### config.mk
export PLATFORM = sky130hd
export DESIGN_NAME = fifo_write_arbiter_flat
export DESIGN_NICKNAME = d
export VERILOG_FILES = /design/src/rtl/fifo_write_arbiter_if.sv /design/src/rtl/fifo_write_arbiter.sv /design/src/flat_wrapper.sv
export SDC_FILE = /design/constraint.sdc
export NUM_CORES = 1
export LEC_CHECK = 0
export CORE_MARGIN = 2
export CORE_UTILIZATION = 34
export CTS_BUF_LIST = sky130_fd_sc_hd__clkbuf_8
export DETAILED_ROUTE_END_ITERATION = 7
export PLACE_DENSITY = 0.73
export SYNTH_ARGS = -nofsm -noshare
export SYNTH_HDL_FRONTEND = slang
export SYNTH_SLANG_ARGS = --single-unit
export TNS_END_PERCENT = 50
### constraint.sdc
create_clock -name wclock -period 1.8 [get_ports wclock]
set_input_delay 0.36 -clock wclock [delete_from_list [all_inputs] [get_ports wclock]]
set_output_delay 0.36 -clock wclock [all_outputs]
set_load 0.03 [all_outputs]
### src/rtl/fifo_write_arbiter_if.sv
`default_nettype none
// +----------------------------------------------------------------------------+
// | Module      : fifo_write_arbiter_if                                        |
// | Description : Requester/FIFO write-port bundle around fifo_write_arbiter.  |
// | Revision    : 1.0 - initial release                                        |
// +----------------------------------------------------------------------------+
interface fifo_write_arbiter_if #(
  parameter int N_REQ      = 4,
  parameter int DATA_WIDTH = 8
);
  logic [N_REQ-1:0]            req;
  logic [N_REQ*DATA_WIDTH-1:0] req_data;
  logic                        full;
  logic [N_REQ-1:0]            ack;
  logic [N_REQ-1:0]            gnt;
  logic                        w_en;
  logic [DATA_WIDTH-1:0]       wdata;

  // master: requesters plus the FIFO's full flag; slave: the arbiter itself
  modport master (
    output req, req_data, full,
    input  ack, gnt, w_en, wdata
  );

  modport slave (
    input  req, req_data, full,
    output ack, gnt, w_en, wdata
  );
endinterface
`default_nettype wire

### src/rtl/fifo_write_arbiter.sv
`default_nettype none
// +----------------------------------------------------------------------------+
// | Module      : fifo_write_arbiter                                           |
// | Description : Round-robin, burst-bounded arbiter for the FIFO write port.  |
// | Revision    : 1.0 - initial release                                        |
// +----------------------------------------------------------------------------+
module fifo_write_arbiter #(
  parameter int N_REQ      = 4,
  parameter int DATA_WIDTH = 8,
  parameter int MAX_BURST  = 4
) (
  input wire                  wclock,
  input wire                  wreset,
  fifo_write_arbiter_if.slave bus
);

  localparam int c_IDX_W = $clog2(N_REQ);
  localparam int c_CNT_W = $clog2(MAX_BURST + 1);

  typedef enum logic [0:0] {
    ST_IDLE  = 1'b0,
    ST_GRANT = 1'b1
  } state_t;

  state_t               r_state;
  logic [c_IDX_W-1:0]   r_owner;
  logic [c_IDX_W-1:0]   r_last_owner;
  logic [N_REQ-1:0]     r_gnt;
  logic [c_CNT_W-1:0]   r_burst_cnt;

  logic [c_IDX_W-1:0]   w_pick;
  logic [c_IDX_W-1:0]   w_scan_idx;
  logic                 w_found;
  logic                 w_grant;
  logic                 w_req_own;
  logic                 w_wen;
  logic                 w_last_write;
  logic                 w_release;
  logic [DATA_WIDTH-1:0] w_wdata;

  // Scan starts just after the previous owner so every requester gets a turn.
  always_comb begin
    w_pick     = '0;
    w_found    = 1'b0;
    w_scan_idx = '0;
    for (int i = 1; i <= N_REQ; i++) begin
      w_scan_idx = c_IDX_W'((int'(r_last_owner) + i) % N_REQ);
      if (!w_found && bus.req[w_scan_idx]) begin
        w_pick  = w_scan_idx;
        w_found = 1'b1;
      end
    end
  end

  assign w_grant      = (r_state == ST_GRANT);
  assign w_req_own    = bus.req[r_owner];
  // full gates the write in the same cycle so ack always means accepted
  assign w_wen        = w_grant & w_req_own & ~bus.full;
  assign w_last_write = (r_burst_cnt == c_CNT_W'(MAX_BURST - 1));
  assign w_release    = w_grant & (~w_req_own | (w_wen & w_last_write));

  always_comb begin
    w_wdata = '0;
    for (int i = 0; i < N_REQ; i++) begin
      if (w_grant && (r_owner == c_IDX_W'(i))) begin
        w_wdata = bus.req_data[i*DATA_WIDTH +: DATA_WIDTH];
      end
    end
  end

  assign bus.w_en  = w_wen;
  assign bus.ack   = r_gnt & {N_REQ{w_wen}};
  assign bus.gnt   = r_gnt;
  assign bus.wdata = w_wdata;

  always_ff @(posedge wclock or negedge wreset) begin
    if (!wreset) begin
      r_state      <= ST_IDLE;
      r_owner      <= '0;
      r_gnt        <= '0;
      r_last_owner <= c_IDX_W'(N_REQ - 1);
      r_burst_cnt  <= '0;
    end else begin
      case (r_state)
        ST_IDLE: begin
          if (w_found) begin
            r_state     <= ST_GRANT;
            r_owner     <= w_pick;
            r_gnt       <= N_REQ'(1) << w_pick;
            r_burst_cnt <= '0;
          end
        end
        ST_GRANT: begin
          if (w_release) begin
            r_state      <= ST_IDLE;
            r_gnt        <= '0;
            r_last_owner <= r_owner;
            r_burst_cnt  <= '0;
          end else if (w_wen) begin
            r_burst_cnt <= r_burst_cnt + 1'b1;
          end
        end
        default: begin
          r_state <= ST_IDLE;
          r_gnt   <= '0;
        end
      endcase
    end
  end

endmodule
`default_nettype wire

### src/flat_wrapper.sv
// flat-port wrapper written by rule: the top's interface ports become plain ports
module fifo_write_arbiter_flat 
#(
  parameter int N_REQ      = 4,
  parameter int DATA_WIDTH = 8,
  parameter int MAX_BURST  = 4
)
  (wclock, wreset, bus_req, bus_req_data, bus_full, bus_ack, bus_gnt, bus_w_en, bus_wdata);
  fifo_write_arbiter_if #(.N_REQ(N_REQ), .DATA_WIDTH(DATA_WIDTH)) bus_i ();
  input wire wclock;
  input wire wreset;
  input wire logic [$bits(bus_i.req)-1:0] bus_req;
  input wire logic [$bits(bus_i.req_data)-1:0] bus_req_data;
  input wire logic [$bits(bus_i.full)-1:0] bus_full;
  output wire logic [$bits(bus_i.ack)-1:0] bus_ack;
  output wire logic [$bits(bus_i.gnt)-1:0] bus_gnt;
  output wire logic [$bits(bus_i.w_en)-1:0] bus_w_en;
  output wire logic [$bits(bus_i.wdata)-1:0] bus_wdata;
  assign bus_i.req = bus_req;
  assign bus_i.req_data = bus_req_data;
  assign bus_i.full = bus_full;
  assign bus_ack = bus_i.ack;
  assign bus_gnt = bus_i.gnt;
  assign bus_w_en = bus_i.w_en;
  assign bus_wdata = bus_i.wdata;
  fifo_write_arbiter #(.N_REQ(N_REQ), .DATA_WIDTH(DATA_WIDTH), .MAX_BURST(MAX_BURST)) u_core (.wclock(wclock), .wreset(wreset), .bus(bus_i));
endmodule
==> metrics.yaml, run 1 <==
status: "complete, but fails checks"
violations: "negative setup slack"
postRouteAntennaNets: 0
relSlewSlack: 0.651
fin_area_mm2: 0.00171
wl_per_cell_um: 16.3
die_area_mm2: 0.00307
worstPathArrival_ns: 1.67
grt_max_degree: 14
clkTransAtPathRegs_ns: 0.05
cts_num_sinks: 12
dp_slack_ns: -0.797
p_int_w: 0.00158
period_needed_ns: 2.03
die_w_um: 55.4
fin_skew_ns: 0.00719
p_seq_frac: 0.193
finalHoldViolations: 0
routed_via_density: 5.37
drt_iter0_drc: 24
ir_drop_v: 0.00102
clkPwrFrac: 0.090
period_share: 1.13
synthCells: 83
setup_viol: 14
yosysUniqueCellTypes: 29
antenna_cells: 0
synth_edf_count: 0
dp_hpwl_mm: 2.35
power_density_mw_per_mm2: 1560
switchingPower_w: 0.00109
yosys-top-cells-count: "and2_1 (12), dfrtp_1 (10), mux4_2 (9)"
crit_type: "flip-flop to output port"
maxCapViolCount: 0
clkLatencyLatePin_ns: 0.24
grt-ovfl-total: 0
cp_max_fo: 5
area_growth_pct: 90.1
cts_tree: "yes"
ys_warn_count: 0
holdBufCountCts: 0
synthTopCellsByArea: "dfrtp_1 (28%), mux4_2 (23%), and2_1 (8.3%)"
syn_area_per_cell_um2: 10.8
first_global_vias: 1009
fp-row-count: 18
startpoint_type: "flip-flop"
cpMaxStageDelayCell: "mux4_2"
cts-htree-levels: 1
hold_ws_ns: 0.468
grt_pass1_wl_mm: 4.95
antenna_found_initial: 0
final_util: 0.684
fmax_ghz: 0.492
crit_path_max_incr_delay_ns: 0.56
gp_congestion: 0.830
drc: 0
switching_share: 0.408
worst-r2r-cell-count: 5
combinationalPowerShare: 0.716
drive_gt1_frac: 0.400
async_flop_share: 1.00
synth_fp_nets: 124
ys_seq_area_frac: 0.337
worst_pin_slew_ns: 0.523
start_util: 0.360
placed_area_mm2: 0.00158
p_leak_nw: 0.755
cp-end-kind: "output port"
root_buffer: "clkbuf_8"
cp_cell_sequence: "mux4_2, nand2_2, nor2_4, and2_4, buf_6"
yosys.area.top_type: "dfrtp_1"
clock_path_buffers: 2
coreArea_mm2: 0.00250
track_usage: 0.202
hp-class: "input port to asynchronous set/reset pin"
io_pins: 56
rsz0062_at_grt: "yes"
worst-endpoint-required_ns: 1.44
drtPass1Iterations: 4
drv_slew: 0
wl_mm: 3.01
netlist.area_leader.share: 0.278
synth_area_um2: 900
dieHeight_um: 55.4
ys_dominant_reg_cell: "dfrtp_1"
fin_ws_ns: -0.234
num_vias: 993
cts_buffers: 3
ys_seq_elements: 12
io_buffers: 55
yosysMostFrequentCell: "and2_1"
nets: 197
==> placed cells by master (no fill, tap or decap), drive strengths merged, types with 2 or more instances in the layout <==
cell,synthesis,layout
nand2b,4,4
ha,2,2
o21ai,5,5
clkdlybuf4s50,0,38
a21oi,2,2
mux2,2,2
mux4,9,9
o2bb2ai,2,2
a22o,4,4
clkbuf,2,3
nor4,2,2
nor2,7,7
nand2,3,3
and2,12,12
inv,5,6
buf,1,29
dfrtp,10,10
dlygate4sd2,0,4
dfstp,2,2
==> metrics by stage <==
step	total power [W]	TNS, ns	std cells
global route	0.00282	-3.31	185
CTS	0.00266	-2.62	185
finish	0.00267	-2.45	185
detailed placement	0.00216	-9.41	179
floorplan	0.00148	0	83
global placement	0.00212	-8.95	179
==> logic make-up (layout without fill, tap and decap cells) <==
kind of cell / Yosys count / in the layout / synth area share
muxes: 12 / 12 / 0.261
and+or+nand+nor: 30 / 30 / 0.182
adders and majority gates: 2 / 2 / 0.0278
DFF: 12 / 12 / 0.337
buffers and inverters: 8 / 80 / 0.0348
AOI/OAI and AO/OA: 19 / 19 / 0.157
==> worst paths after layout <==
check | from | endpoint | slack [ns]
max | u_core.r_owner[0]$_DFFE_PN0P_ | bus_ack[2] | -0.23
min | wreset | u_core.r_state$_DFF_PN0_ | 0.47
max reg2reg | u_core.r_owner[0]$_DFFE_PN0P_ | u_core.r_last_owner[0]$_DFFE_PN1P_ | 0
min reg2reg | u_core.r_burst_cnt[1]$_DFFE_PN0P_ | u_core.r_burst_cnt[1]$_DFFE_PN0P_ | 0.50
max in group asynchronous | wreset | u_core.r_last_owner[1]$_DFFE_PN1P_ | 0.96
min in group wclock | u_core.r_burst_cnt[1]$_DFFE_PN0P_ | u_core.r_burst_cnt[1]$_DFFE_PN0P_ | 0.50
==> per-layer routing <==
layer,vias to the layer above,routed length (um),global-route usage
li1,452,-,-
met1,482,1320,0.274
met2,57,1400,0.327
met3,2,269,0.0445
met4,0,15,0.0523
met5,-,0,0
==> area by class of cell <==
| type | instances | area [um2] |
|---|---|---|
| clock buffer | 3 | 41.3 |
| clock inverter | 1 | 3.75 |
| fill | 193 | 790 |
| inverter | 5 | 18.8 |
| multi-input combinational | 63 | 617 |
| sequential | 12 | 303 |
| tap | 30 | 37.5 |
| timing repair buffer | 71 | 689 |
==> registers in the layout, summed over array words and instances, names as in the netlist <==
signal / flops
u_core.r_state: 1
u_core.r_last_owner: 2
u_core.r_owner: 2
u_core.r_burst_cnt: 3
u_core.bus.gnt: 4
==> critical path: cells and delay by family (launching register included) <==
family | cells | cell delay (ns)
multiplexers | 1 | 0.56
flip-flops | 1 | 0.42
AND/OR/NAND/NOR | 3 | 0.32
buffers and inverters | 1 | 0.13
==> power by group through the flow <==
stage	logic (W)	registers (W)	clock network, W
floorplan	0.000925	0.000554	0
detailed placement	0.00166	0.000508	0
CTS	0.00190	0.000515	0.000244
global placement	0.00163	0.000497	0
global route	0.00203	0.000530	0.000260
finish	0.00191	0.000516	0.000240
==> what timing repair did <==
| action | in CTS | in global routing |
|---|---|---|
| resized for setup | 106 | 1 |
| setup endpoints to repair | 13 | 17 |
| buffers inserted | 2 | 0 |
| pin swaps | 9 | 2 |
Power figures use the tool's default switching activity.
==> inputs of run 2 (changes only) <==
CTS_CLUSTER_DIAMETER = 200   (was not set)
==> results of run 2 <==
Same layout as run 1: the final DEF is identical, and so are final timing and power.
==> inputs of run 3 (changes only) <==
CORE_UTILIZATION = 38   (was 34)
PLACE_DENSITY = 0.81   (was 0.73)
==> run 3 against run 2 <==
The run still ends with negative setup slack left. Maximum frequency down 2.3%. Cell count grew 1.6%. Sequential power shrank 2%. Sequential share of layout area shrank 0.44 points. Count of clock-buffer cells in the layout is 1 higher. Total power rose by 3.9%. Combinational power rose by 3%. Hold slack got worse by 0.00051 ns. Core utilization is 10 points higher. Critical path type unchanged.
==> metrics.yaml, run 3 (synthesis results as in run 1) <==
worst_pin_slew_ns: 0.543
power_density_mw_per_mm2: 1580
setup_viol: 14
cts_num_sinks: 12
status: "complete, but fails checks"
dieHeight_um: 52.7
crit_top_cell: "buf_6"
largest_register_ffs: 4
cp_cell_sequence: "buf_6, mux4_2, nand2_2, nor2_4, and2_4, buf_6"
num_vias: 1008
cts-htree-levels: 1
clkTransAtPathRegs_ns: 0.06
p_leak_nw: 0.774
maxCapViolCount: 0
io_buffers: 55
clkLatencyLatePin_ns: 0.25
drt_iter0_drc: 22
r2r_slack_ns: -0.06
grt_max_degree: 14
io_pins: 56
holdBufCountCts: 0
rsz0062_at_grt: "yes"
dp_hpwl_mm: 2.30
fmax_ghz: 0.481
finalHoldViolations: 0
final_common_cell: "clkdlybuf4s50_1"
clock_path_buffers: 2
fin_area_mm2: 0.00175
cpMaxStageDelayCell: "mux4_2"
dp_slack_ns: -0.779
area_growth_pct: 95.0
crit_path_max_incr_delay_ns: 0.52
die_w_um: 52.7
hp-class: "input port to asynchronous set/reset pin"
worstPathArrival_ns: 1.72
startpoint_type: "flip-flop"
period_share: 1.16
postRouteAntennaNets: 0
fin_skew_ns: 0.00265
violations: "negative setup slack"
die_area_mm2: 0.00277
wl_mm: 2.99
grt_pass1_wl_mm: 4.51
fp-row-count: 17
cts_buffers: 3
ir_drop_v: 0.00104
crit_type: "flip-flop to output port"
cp_max_fo: 5
grt-ovfl-total: 0
hold_ws_ns: 0.467
cts_tree: "yes"
placed_area_mm2: 0.00159
fin_setup_tns_ns: -2.67
start_util: 0.403
cp-end-kind: "output port"
drtPass1Iterations: 4
root_buffer: "clkbuf_8"
coreArea_mm2: 0.00223
routed_via_density: 5.36
final_cell_mix: "clkdlybuf4s50_1 (38), buf_4 (18), buf_6 (16), and2_4 (11), dfrtp_1 (10)"
track_usage: 0.226
antenna_found_initial: 0
antenna_cells: 0
fin_ws_ns: -0.281
first_global_vias: 989
drc: 0
nets: 202
worst-endpoint-required_ns: 1.44
wl_per_cell_um: 15.9
gp_congestion: 0.833
drv_slew: 0
drive_gt1_frac: 0.425
period_needed_ns: 2.08
relSlewSlack: 0.637
-- run 3: worst paths after layout --
check | endpoint | from | cells past startpoint
max | bus_ack[1] | u_core.r_owner[0]$_DFFE_PN0P_ | 6
min | u_core.bus.gnt[3]$_DFFE_PN0P_ | wreset | 1
max reg2reg | u_core.r_last_owner[0]$_DFFE_PN1P_ | u_core.r_owner[0]$_DFFE_PN0P_ | 6
min reg2reg | u_core.r_burst_cnt[1]$_DFFE_PN0P_ | u_core.r_burst_cnt[1]$_DFFE_PN0P_ | 1
max in group asynchronous | u_core.r_last_owner[0]$_DFFE_PN1P_ | wreset | 1
min in group wclock | u_core.r_burst_cnt[1]$_DFFE_PN0P_ | u_core.r_burst_cnt[1]$_DFFE_PN0P_ | 1
-- run 3: metal layers --
| layer | share of wire | GRT usage | up-vias |
|---|---|---|---|
| met2 | 0.45 | 0.381 | 60 |
| li1 | - | - | 467 |
| met3 | 0.14 | 0.0943 | 6 |
| met1 | 0.39 | 0.257 | 475 |
| met5 | 0 | 0 | - |
| met4 | 0.015 | 0.0726 | 0 |
-- run 3: area by class of cell --
cell class | instances | area [um2]
tap | 28 | 35.0
sequential | 12 | 303
multi-input combinational | 63 | 612
timing repair buffer | 76 | 731
clock buffer | 4 | 55.1
fill | 141 | 479
inverter | 5 | 18.8
-- run 3: timing repair --
item                                    in CTS  in global routing
endpoints found under the setup margin      13                 17
pin swaps                                   10                  8
resized for setup                          100                  9
setup buffers                                3                  3
-- run 3: power breakdown --
group	total [W]	internal, W	switching (W)
clock	0.000303	0.000194	0.000109
combinational	0.00196	0.00107	0.000894
sequential	0.000506	0.000399	0.000107
-- run 3: stage by stage --
step | util | std cells | total power, W
finish | 0.785 | 188 | 0.00277
global route | 0.785 | 188 | 0.00291
CTS | 0.770 | 185 | 0.00271
detailed placement | 0.711 | 178 | 0.00219
global placement | 0.711 | 178 | 0.00215
floorplan | - | 83 | 0.00148
-- run 3: worst max-delay path, delay by kind of cell (launching register included) --
kind | cells | cell delay [ns]
mux | 1 | 0.52
flops | 1 | 0.39
simple gates | 3 | 0.32
buf+inv | 2 | 0.25
